**config.mk**
```make
export PLATFORM = sky130hd
export DESIGN_NAME = pixel_spi_tx
export DESIGN_NICKNAME = d
export VERILOG_FILES = /design/src/rtl/pixel_spi_tx.sv
export SDC_FILE = /design/constraint.sdc
export NUM_CORES = 1
export LEC_CHECK = 0
export ABC_AREA = 1
export BUFFER_PORTS_ARGS = -buffer_cell sky130_fd_sc_hd__buf_2
export CORE_MARGIN = 5
export CORE_UTILIZATION = 60
export CTS_CLUSTER_DIAMETER = 50
export DETAILED_ROUTE_END_ITERATION = 10
export PLACE_DENSITY = 0.78
export SETUP_SLACK_MARGIN = 0.1
export SLEW_MARGIN = 5
export SYNTH_ARGS = -nofsm -noshare
export SYNTH_HDL_FRONTEND = slang
export SYNTH_SLANG_ARGS = --single-unit
```
**constraint.sdc**
```tcl
create_clock -name clk -period 5.2 [get_ports clk]
set_input_delay 0.26 -clock clk [delete_from_list [all_inputs] [get_ports clk]]
set_output_delay 0.26 -clock clk [all_outputs]
set_load 0.005 [all_outputs]
```
**src/rtl/pixel_spi_tx.sv**
```systemverilog
// pixel_spi_tx: buffers pixel results in a small FIFO and streams each one
// as a 25-bit frame {is_mandelbrot, color} over a write-only SPI mode-0 link,
// MSB first. All pins come from flops and lag the FSM state by one cycle.
module pixel_spi_tx #(
  parameter int DATA_WIDTH = 25,
  parameter int FIFO_DEPTH = 4,
  parameter int CLK_DIV    = 2
) (
  input  logic        clk,
  input  logic        nrst,
  input  logic        valid_in,
  input  logic        is_mandelbrot,
  input  logic [23:0] color,
  output logic        ready,
  output logic        overflow,
  output logic        busy,
  output logic        spi_clk_out,
  output logic        spi_cs_n,
  output logic        spi_mosi
);

  localparam int PTR_W = $clog2(FIFO_DEPTH);
  localparam int CNT_W = $clog2(FIFO_DEPTH + 1);
  localparam int DIV_W = (CLK_DIV > 1) ? $clog2(CLK_DIV) : 1;
  localparam int HP_W  = $clog2(2 * DATA_WIDTH);

  localparam logic [CNT_W-1:0] CNT_FULL     = CNT_W'(FIFO_DEPTH);
  localparam logic [DIV_W-1:0] DIV_LAST     = DIV_W'(CLK_DIV - 1);
  localparam logic [HP_W-1:0]  HP_LAST      = HP_W'(2 * DATA_WIDTH - 1);
  localparam logic [HP_W-1:0]  HP_NO_SHIFT  = HP_W'(2 * DATA_WIDTH - 2);

  typedef enum logic [1:0] {IDLE, SETUP, SHIFT, GAP} state_t;

  state_t                 state, state_next;
  logic [DATA_WIDTH-1:0]  mem [FIFO_DEPTH];
  logic [PTR_W-1:0]       wr_ptr, rd_ptr;
  logic [CNT_W-1:0]       count, count_next;
  logic [DIV_W-1:0]       div_cnt;
  logic [HP_W-1:0]        hp_cnt;
  logic [DATA_WIDTH-1:0]  shift_reg;
  logic                   full, push, pop, div_last;
  logic                   cs_n_d, sclk_d, mosi_d;

  assign full     = (count == CNT_FULL);
  assign push     = valid_in && !full;
  assign pop      = (state == IDLE) && (count != '0);
  assign div_last = (div_cnt == DIV_LAST);

  // FIFO occupancy after this cycle's push/pop
  always_comb begin
    count_next = count;
    case ({push, pop})
      2'b10:   count_next = count + CNT_W'(1);
      2'b01:   count_next = count - CNT_W'(1);
      default: count_next = count;
    endcase
  end

  // FIFO storage (no reset needed, validity tracked by count)
  always_ff @(posedge clk) begin
    if (push) mem[wr_ptr] <= DATA_WIDTH'({is_mandelbrot, color});
  end

  // FIFO pointers and count; pointers wrap naturally at power-of-two depth
  always_ff @(posedge clk or negedge nrst) begin
    if (!nrst) begin
      wr_ptr <= '0;
      rd_ptr <= '0;
      count  <= '0;
    end else begin
      if (push) wr_ptr <= wr_ptr + PTR_W'(1);
      if (pop)  rd_ptr <= rd_ptr + PTR_W'(1);
      count <= count_next;
    end
  end

  // FSM state register
  always_ff @(posedge clk or negedge nrst) begin
    if (!nrst) state <= IDLE;
    else       state <= state_next;
  end

  // FSM next-state logic
  always_comb begin
    state_next = state;
    case (state)
      IDLE:    if (count != '0)            state_next = SETUP;
      SETUP:   if (div_last)               state_next = SHIFT;
      SHIFT:   if (div_last && hp_cnt == HP_LAST) state_next = GAP;
      GAP:     if (div_last)               state_next = IDLE;
      default:                             state_next = IDLE;
    endcase
  end

  // Divider, half-period counter and shift register; shift on entry to each
  // odd half-period except the final one so the LSB holds to the end
  always_ff @(posedge clk or negedge nrst) begin
    if (!nrst) begin
      div_cnt   <= '0;
      hp_cnt    <= '0;
      shift_reg <= '0;
    end else begin
      if (pop) shift_reg <= mem[rd_ptr];
      if (state_next != state) begin
        div_cnt <= '0;
        hp_cnt  <= '0;
      end else if (state != IDLE) begin
        div_cnt <= div_last ? '0 : div_cnt + DIV_W'(1);
        if (state == SHIFT && div_last) begin
          hp_cnt <= hp_cnt + HP_W'(1);
          if (!hp_cnt[0] && hp_cnt != HP_NO_SHIFT) shift_reg <= shift_reg << 1;
        end
      end
    end
  end

  // FSM output decode (registered below)
  always_comb begin
    cs_n_d = 1'b1;
    sclk_d = 1'b0;
    mosi_d = 1'b0;
    case (state)
      SETUP: begin
        cs_n_d = 1'b0;
        mosi_d = shift_reg[DATA_WIDTH-1];
      end
      SHIFT: begin
        cs_n_d = 1'b0;
        sclk_d = !hp_cnt[0];
        mosi_d = shift_reg[DATA_WIDTH-1];
      end
      default: ;
    endcase
  end

  // Output registers; status flags computed from next-cycle state/count
  always_ff @(posedge clk or negedge nrst) begin
    if (!nrst) begin
      spi_cs_n    <= 1'b1;
      spi_clk_out <= 1'b0;
      spi_mosi    <= 1'b0;
      ready       <= 1'b1;
      busy        <= 1'b0;
      overflow    <= 1'b0;
    end else begin
      spi_cs_n    <= cs_n_d;
      spi_clk_out <= sclk_d;
      spi_mosi    <= mosi_d;
      ready       <= (count_next != CNT_FULL);
      busy        <= (state_next != IDLE) || (count_next != '0);
      overflow    <= valid_in && full;
    end
  end

endmodule

```
==> results of run 1 <==
==> what timing repair did <==
| action | CTS | global route |
|---|---|---|
| hold buffers | 27 | 0 |
| resized for setup | 0 | 0 |
| setup buffers | 0 | 0 |
| setup endpoints to repair | 0 | 0 |
| endpoints found under the hold margin | 146 | 0 |
==> synthesized netlist by cell type, drive strengths merged (5+ instances only) <==
cell    instances
nand3          79
clkbuf         17
dfrtp          45
nand2         220
ha             12
edfxtp        100
a21oi           5
nand4          24
inv            31
o21ai           7
nor2           30
xor2            5
buf            12
==> final cells by class <==
type	count	area share
Multi-Input combinational cell	390	0.261
Timing Repair Buffer	64	0.0623
Clock buffer	19	0.0564
Tap cell	136	0.0228
Sequential cell	147	0.559
Clock inverter	13	0.0216
Inverter	33	0.0166
==> worst register-to-register path, stage by stage (launching register included) <==
cell and delay, ps:
dfrtp_1 420, inv_1 150, ha_1 290, nand2_2 380
clkinv_1 160, ha_1 150, inv_1 70, fa_1 380
a21oi_1 140, o21ai_0 100, xor2_1 180, nor2_1 100
nand3_1 70
==> final timing paths <==
kind | from | to | slack (ps)
setup / recovery | state[1] | busy | 2500
hold / removal | nrst | wr_ptr[0] | 460
setup reg to reg | state[1] | busy | 2500
hold reg to reg | shift_reg[24] | spi_mosi | 520
max in group asynchronous | nrst | shift_reg[4] | 4120
min in group clk | color[3] | mem[3][3] | 490
==> where the power goes <==
group / internal [mW] / switching (mW) / total (mW)
clock: 0.729 / 0.460 / 1.19
sequential: 1.45 / 0.0498 / 1.50
combinational: 0.0901 / 0.217 / 0.307
total: 2.27 / 0.728 / 3.00
==> logic make-up (layout without fill, tap and decap cells) <==
kind of cell,count (synthesis),in the layout,share of synthesized area
flops,147,147,0.655
compound gates,14,14,0.0143
xor+xnor,7,7,0.00960
fa+ha+maj,13,13,0.0266
simple gates,356,356,0.250
buf+inv,62,129,0.0445
==> metrics by stage <==
step,hold WS (ps),power [mW]
after floorplan,-35.6,1.69
after global placement,468,1.80
after detailed placement,474,1.82
after CTS,460,3.01
after global routing,478,3.12
final,457,3.00
==> metal layers <==
metal | vias up | GRT usage
li1 | 2123 | -
met1 | 2161 | 0.263
met2 | 164 | 0.374
met3 | 27 | 0.0422
met4 | 0 | 0.0905
met5 | - | 0
==> results.py, run 1 <==
metrics = {
    "grt": {
        "overflow": 0,
        "grt_pass1_vias": 4441,
        "grt_max_degree": 53,
        "grtUsageTotal": 0.215,
        "grt_pass1_wl_mm": 21.4,
        "antenna_found_initial": 0,
    },
    "setup_path": {
        "path_class": "reg -> reg",
        "crit_cells": 12,
        "arrival_ps": 3100,
        "worstPathMaxFanout": 29,
        "end_kind": "flop",
        "cpPeakStageDelay_ps": 420,
        "cp.required_ps": 5600,
        "reg2reg_depth": 12,
        "worst-path-buf-inv": 3,
        "crit_chain": "inv_1 > ha_1 > nand2_2 > clkinv_1 > ha_1 > inv_1 > fa_1 > a21oi_1 > o21ai_0 > xor2_1 > nor2_1 > nand3_1",
        "path_delay_family": "adder cells",
        "cp_slowest_cell": "dfrtp_1",
        "startpoint_type": "flop",
    },
    "timing": {
        "setup_ws_ps": 2500,
        "finalCritPeriodShare": 0.518,
        "rsz0062_at_grt": "no",
        "fin_worst_skew_ps": 8.46,
        "slew_headroom": 0.318,
        "finalHoldViolCount": 0,
        "fmax_ghz": 0.371,
        "tightest_slew_ps": 1020,
        "finalSetupViolations": 0,
        "drv_slew": 0,
        "finalSetupTns_ps": 0,
        "min_period_ps": 2700,
    },
    "clocking": {
        "clk_latency_ps": 520,
        "root_buffer": "clkbuf_8",
        "cts_max_path_buffers": 2,
        "cts_buffers": 17,
        "cts_sinks": 147,
        "clkTransAtPathRegs_ps": 60,
        "cts_tree": "built",
        "htreeDepth": 4,
    },
    "logic_synthesis": {
        "yosysUniqueCellTypes": 30,
        "synth-async-reset-ratio": 0.320,
        "yosys.area.top_type": "edfxtp_1",
        "synth_edf_count": 100,
        "synth-seq-cells": 147,
        "syn_avg_cell_area_um2": 10.7,
        "yosys_warnings": 0,
        "synth_top_cell_area_share": 0.470,
        "synth_flop_cell": "edfxtp_1",
        "postSynthCellCount": 599,
        "synth_area_leaders": "edfxtp_1 (47%), dfrtp_1 (18%), nand2_1 (12%)",
        "yosysSeqAreaShare": 0.655,
        "syn_area_mm2": 0.00639,
        "syn_nets": 640,
    },
    "floorplan": {
        "coreArea_mm2": 0.0104,
        "start_util": 0.616,
        "fp.dieH_um": 113,
        "io_pins": 34,
        "fp.dieArea_mm2": 0.0128,
        "rows": 37,
        "die_w_um": 113,
    },
    "placement": {
        "dp_cells": 743,
        "dp_slack_ps": 2510,
        "portBuffers": 33,
        "placed_area_mm2": 0.00662,
        "place.gp.congestion": 0.875,
        "dpl.hpwl_mm": 6.97,
    },
    "power_and_ir_drop": {
        "ir_worst_vdd_uv": 265,
        "leakagePower_nw": 3.21,
        "power.density_mw_per_mm2": 401,
    },
    "routing": {
        "drc": 0,
        "wl_met3_um": 849,
        "wl_met2_mm": 6.67,
        "vias_per_cell": 5.58,
        "wl_met1_mm": 5.07,
        "drt_iter0_markers": 371,
        "routedWlPerCell_um": 16.0,
        "top_layer": "met4",
        "ant_nets": 0,
        "num_vias": 4475,
        "routed_wirelength_mm": 12.9,
        "drt-pass1-iter-count": 5,
    },
    "layout": {
        "multi_input_area_mm2": 0.00195,
        "diodes": 0,
        "seqCellArea_mm2": 0.00418,
        "fin_util": 0.721,
        "nNetsFinal": 694,
        "most-common-layout-cells": "nand2_1 (197), edfxtp_1 (100), nand3_1 (77), dfrtp_1 (45), buf_2 (33)",
        "drive_above_1_share": 0.161,
        "fin_cells": 802,
        "fillers": 708,
        "largest_reg_flops": 100,
        "layout_commonest_cell": "nand2_1",
        "syn2layout_area_growth_pct": 17.0,
        "fin_area_mm2": 0.00747,
    },
    "flow_run": {
        "max_cap_viol_count": 0,
    },
    "hold_path": {
        "hold_class": "in -> async",
    },
    "status": {
        "status": "finished clean",
    },
}
No activity file was read; power rests on OpenSTA's default activity.
==> run 2, diff against run 1 <==
==> constraint.sdc (replaced) <==
create_clock -name clk -period 2.8 [get_ports clk]
set_input_delay 0.14 -clock clk [delete_from_list [all_inputs] [get_ports clk]]
set_output_delay 0.14 -clock clk [all_outputs]
set_load 0.005 [all_outputs]
==> run 2 against run 1 <==
Non-clock buffer count increased by 9. Register-to-register slack got worse by 2200 ps. Sequential share of layout area decreased by 0.33 points. Largest cell class unchanged. Largest power group unchanged.
==> results.py, run 2 (synthesized netlist as in run 1, its figures left out) <==
metrics = {
    "setup_path": {
        "worstPathMaxFanout": 26,
        "cp_slowest_cell": "dfrtp_1",
        "crit_chain": "inv_1 > ha_1 > nor2_1 > nand3_1 > nand3_2 > nor2_2 > nor2_8 > nand3_4 > nand2_1 > nand2_1",
        "cp.required_ps": 3210,
        "arrival_ps": 2890,
        "path_class": "reg -> reg",
        "startpoint_type": "flop",
        "cpPeakStageDelay_ps": 420,
        "r2r_slack_ps": 320,
        "end_kind": "flop",
        "crit_top_cell": "nand2_1",
    },
    "grt": {
        "antenna_found_initial": 0,
        "grt_pass1_vias": 4427,
        "grt_max_degree": 52,
        "grtUsageTotal": 0.222,
        "grt_pass1_wl_mm": 21.9,
        "overflow": 0,
    },
    "layout": {
        "fin_area_mm2": 0.00752,
        "largest_reg_flops": 100,
        "most-common-layout-cells": "nand2_1 (197), edfxtp_1 (100), nand3_1 (77), dfrtp_1 (45), buf_2 (33)",
        "diodes": 0,
        "layout_commonest_cell": "nand2_1",
        "drive_above_1_share": 0.172,
        "syn2layout_area_growth_pct": 17.7,
        "nNetsFinal": 703,
    },
    "power_and_ir_drop": {
        "leakagePower_nw": 3.26,
        "power.density_mw_per_mm2": 733,
        "power_switching_mw": 1.36,
        "ir_worst_vdd_uv": 810,
        "internal-power_mw": 4.15,
        "seq_power_share": 0.506,
        "power_mw": 5.51,
        "combPwrFrac": 0.104,
        "p_sw_frac": 0.248,
        "p_clk_frac": 0.390,
    },
    "timing": {
        "finalSetupTns_ps": 0,
        "slew_headroom": 0.311,
        "tightest_slew_ps": 1030,
        "fin_worst_skew_ps": 9.81,
        "fin_hold_ws_ps": 340,
        "min_period_ps": 2480,
        "finalHoldViolCount": 0,
        "fmax_ghz": 0.403,
        "drv_slew": 0,
        "rsz0062_at_grt": "no",
        "finalSetupViolations": 0,
        "finalCritPeriodShare": 0.886,
    },
    "floorplan": {
        "fp.dieArea_mm2": 0.0128,
        "fp.dieH_um": 113,
        "start_util": 0.616,
        "io_pins": 34,
        "rows": 37,
        "die_w_um": 113,
        "coreArea_mm2": 0.0104,
    },
    "clocking": {
        "clkTransAtPathRegs_ps": 60,
        "cts_max_path_buffers": 2,
        "post-cts-setup-buffers": 0,
        "root_buffer": "clkbuf_8",
        "cts_tree": "built",
        "cts_buffers": 17,
        "cts_resized": 0,
        "clk_latency_ps": 520,
        "cts_sinks": 147,
        "htreeDepth": 4,
    },
    "routing": {
        "routed_wirelength_mm": 12.9,
        "drt-pass1-iter-count": 4,
        "drt_iter0_markers": 406,
        "vias_per_cell": 5.40,
        "drc": 0,
        "ant_nets": 0,
        "routedWlPerCell_um": 16.0,
        "num_vias": 4378,
    },
    "flow_run": {
        "max_cap_viol_count": 0,
    },
    "placement": {
        "portBuffers": 33,
        "place.gp.congestion": 0.843,
        "dpl.hpwl_mm": 7.06,
        "placed_area_mm2": 0.00668,
    },
    "status": {
        "status": "finished clean",
    },
    "hold_path": {
        "hold_class": "in -> async",
    },
}
## run 2: cell count changes in the layout (fill, tap and decap cells not counted), sizes merged
cell,delta
buf,+9
inv,+5
clkinv,-2
clkinvlp,-2
bufinv,-1
clkbuf,-1
## run 2: per-stage QoR
stage                     worst slack [ps]  utilization  instances
after CTS                              354        0.725        810
after floorplan                        275            -        599
final                                  319        0.725        810
after detailed placement               357        0.644        752
after global routing                   108        0.725        810
after global placement                 519        0.644        752
## run 2: path summary, 6_finish.rpt
kind | from | end | depth (start not counted)
worst max-delay path | state[0] | shift_reg[3] | 10
worst min-delay path | nrst | overflow | 2
worst max register to register | state[0] | shift_reg[3] | 10
worst min register to register | shift_reg[24] | spi_mosi | 2
max in group asynchronous | nrst | hp_cnt[2] | 2
min in group clk | color[9] | mem[3][9] | 2
## run 2: timing repair
item                       4_1_cts  5_1_grt
hold endpoints to repair       146        0
setup endpoints to repair        0        0
hold buffers                    27        0
## run 2: layout make-up
type | instances | area (um2)
clock buffer | 18 | 418
clock inverter | 13 | 149
fill | 688 | 2850
inverter | 33 | 124
multi-input combinational | 390 | 1930
sequential | 147 | 4180
tap | 136 | 170
timing repair buffer | 73 | 546
## run 2: layer usage
layer | global-route usage | vias up | part of all wire
met2 | 0.382 | 135 | 0.52
li1 | - | 2135 | -
met5 | 0 | - | 0
met3 | 0.0508 | 18 | 0.057
met4 | 0.0745 | 0 | 0.015
met1 | 0.278 | 2090 | 0.40
## run 2: critical path: cells and delay by family, from the launching register on
kind                       cells  cell delay [ps]
DFF                            1              420
buffers and inverters          1              120
adders and majority gates      1              290
and+or+nand+nor                8             1540
## run 2: power groups by stage
stage                     Sequential (mW)  Clock (mW)  Combinational, mW
final                                2.79        2.15              0.574
after global routing                 2.81        2.29              0.652
after CTS                            2.79        2.17              0.579
after detailed placement             2.83           0              0.549
after global placement               2.81           0              0.527
after floorplan                      2.81           0              0.334
==> run 3, diff against run 2 <==
--- a/config.mk
+++ b/config.mk
@@ -5,13 +5,13 @@
 export SDC_FILE = /design/constraint.sdc
 export NUM_CORES = 1
 export LEC_CHECK = 0
-export ABC_AREA = 1
+export ABC_AREA = 0
 export BUFFER_PORTS_ARGS = -buffer_cell sky130_fd_sc_hd__buf_2
 export CORE_MARGIN = 5
 export CORE_UTILIZATION = 60
 export CTS_CLUSTER_DIAMETER = 50
 export DETAILED_ROUTE_END_ITERATION = 10
-export PLACE_DENSITY = 0.78
+export PLACE_DENSITY = 0.79
 export SETUP_SLACK_MARGIN = 0.1
 export SLEW_MARGIN = 5
 export SYNTH_ARGS = -nofsm -noshare
==> run 3 against run 2 <==
Area after synthesis shrank 5.2%. Cell count shrank 26%. Sequential power grew 16%. Worst hold slack gained 1.9 ps. Critical path type unchanged.
==> results.py, run 3 <==
metrics = {
    "grt": {
        "grt_pass1_vias": 3529,
        "antenna_found_initial": 0,
        "grt_pass1_wl_mm": 18.2,
        "grtUsageTotal": 0.194,
        "overflow": 0,
        "grt_max_degree": 48,
    },
    "timing": {
        "rsz0062_at_grt": "no",
        "min_period_ps": 2480,
        "finalSetupViolations": 0,
        "drv_slew": 0,
        "finalHoldViolCount": 0,
        "tightest_slew_ps": 1040,
        "finalSetupTns_ps": 0,
        "fmax_ghz": 0.403,
        "finalCritPeriodShare": 0.887,
        "fin_worst_skew_ps": 15.6,
        "slew_headroom": 0.304,
        "fin_hold_ws_ps": 342,
        "setup_ws_ps": 317,
    },
    "clocking": {
        "root_buffer": "clkbuf_8",
        "cts_tree": "built",
        "cts_max_path_buffers": 2,
        "cts_buffers": 17,
        "clkTransAtPathRegs_ps": 60,
        "htreeDepth": 4,
        "clk_latency_ps": 530,
        "cts_sinks": 147,
    },
    "layout": {
        "diodes": 0,
        "layout_commonest_cell": "edfxtp_1",
        "most-common-layout-cells": "edfxtp_1 (100), nand2_1 (80), dfrtp_1 (45), buf_2 (33), dlygate4sd3_1 (27)",
        "syn2layout_area_growth_pct": 19.5,
        "nNetsFinal": 496,
        "largest_reg_flops": 100,
        "fin_cells": 601,
        "drive_above_1_share": 0.237,
        "fillers": 619,
    },
    "logic_synthesis": {
        "synth_edf_count": 100,
        "postSynthCellCount": 380,
        "yosys_warnings": 0,
        "yosysUniqueCellTypes": 43,
        "yosysSeqAreaShare": 0.690,
        "yosys.area.top_type": "edfxtp_1",
        "synth_area_leaders": "edfxtp_1 (50%), dfrtp_1 (19%), mux4_2 (9.3%)",
        "syn_nets": 421,
        "synthTopCellsByCount": "edfxtp_1 (100), nand2_1 (80), dfrtp_1 (45), mux4_2 (25), mux2_1 (19)",
        "syn_area_mm2": 0.00606,
        "synth-seq-cells": 147,
        "syn_avg_cell_area_um2": 15.9,
        "synthMostInstantiatedCell": "edfxtp_1",
        "synth-async-reset-ratio": 0.320,
        "synth_top_cell_area_share": 0.496,
        "synth_flop_cell": "edfxtp_1",
    },
    "placement": {
        "dpl.hpwl_mm": 5.94,
        "place.gp.congestion": 0.779,
        "portBuffers": 33,
        "dp_slack_ps": 225,
        "dp_cells": 542,
    },
    "setup_path": {
        "arrival_ps": 2870,
        "worstPathMaxFanout": 9,
        "endpoint": "busy",
        "r2r_slack_ps": 320,
        "startpoint": "state[1]",
        "end_kind": "flop",
        "cp.required_ps": 3190,
        "startpoint_type": "flop",
        "reg2reg_to": "busy",
        "timing.rr.start": "state[1]",
        "reg2reg_depth": 11,
        "path_class": "reg -> reg",
    },
    "hold_path": {
        "hold_class": "in -> async",
    },
    "routing": {
        "routed_wirelength_mm": 10.7,
        "num_vias": 3271,
        "drc": 0,
        "routedWlPerCell_um": 17.8,
        "vias_per_cell": 5.44,
        "ant_nets": 0,
        "drt-pass1-iter-count": 4,
        "drt_iter0_markers": 230,
    },
    "power_and_ir_drop": {
        "power.density_mw_per_mm2": 1090,
        "leakagePower_nw": 2.85,
        "power_mw": 7.88,
        "ir_worst_vdd_uv": 722,
    },
    "floorplan": {
        "io_pins": 34,
        "fp.dieH_um": 110,
        "coreArea_mm2": 0.00982,
        "die_w_um": 110,
        "fp.dieArea_mm2": 0.0122,
        "rows": 36,
        "start_util": 0.617,
    },
    "flow_run": {
        "max_cap_viol_count": 0,
    },
    "status": {
        "status": "finished clean",
    },
}
[run 3: changes by cell type in the layout (fill, tap and decap cells not counted), moves of 7 or more]
cell	change
nor2_1	-14
nor2_2	-7
mux2_1	+19
mux4_2	+25
nand3_1	-76
nand2_2	-23
nand4_1	-23
nand2_1	-117
inv_1	-18
[run 3: routing by layer]
| metal | up-vias | GRT usage | routed length, um |
|---|---|---|---|
| met5 | - | 0 | 0 |
| met4 | 0 | 0.0780 | 154 |
| met3 | 10 | 0.0563 | 422 |
| met2 | 75 | 0.333 | 5680 |
| met1 | 1651 | 0.232 | 4470 |
| li1 | 1535 | - | - |
[run 3: kinds of logic (layout without fill, tap and decap cells)]
group / Yosys count / count (layout) / share of synthesized area
buffers and inverters: 28 / 116 / 0.0217
AOI/OAI and AO/OA: 18 / 18 / 0.0246
DFF: 147 / 147 / 0.690
muxes: 49 / 49 / 0.138
xor gates and xnor gates: 11 / 11 / 0.0159
and+or+nand+nor: 114 / 114 / 0.0816
adders and majority gates: 13 / 13 / 0.0281
[run 3: worst min-delay path by stage]
stage,start,endpoint,cells past startpoint
after floorplan,nrst,busy,0
after global placement,color[19],mem[0][19],1
after detailed placement,color[18],mem[2][18],1
after CTS,color[18],mem[2][18],2
after global routing,color[11],mem[3][11],2
final,nrst,shift_reg[7],2
[run 3: power by group]
group | leakage [nW] | internal (mW) | total, mW | switching, mW
clock | 0.269 | 1.26 | 2.11 | 0.848
combinational | 1.08 | 1.16 | 2.53 | 1.37
sequential | 1.50 | 2.96 | 3.24 | 0.278
[run 3: worst max-delay path, cell delays in order (launching register included)]
cell and delay, ps:
dfrtp_1 440, inv_2 130, ha_4 190, o31ai_4 90, inv_4 70, ha_4 120, inv_1 40, fa_1 370
xor2_1 160, nor2_1 110, xor2_1 110, or4b_1 520
[run 3: metrics by stage]
step	utilization	cell area, um2
after global routing	0.737	7240
final	0.737	7240
after floorplan	-	6090
after detailed placement	0.652	6400
after CTS	0.736	7230
after global placement	0.652	6400
[run 3: final cells by class]
class,count,area [um2],area share
Clock buffer,19,422,0.0582
Clock inverter,13,133,0.0183
Inverter,13,51.3,0.00709
Multi-Input combinational cell,205,1770,0.244
Sequential cell,147,4180,0.578
Tap cell,133,166,0.0230
Timing Repair Buffer,71,518,0.0716
[run 3: timing repair]
item | in CTS | in global routing
buffers inserted | 0 | 0
resized for setup | 0 | 1
hold endpoints to repair | 146 | 0
hold buffers | 27 | 0
endpoints found under the setup margin | 0 | 1
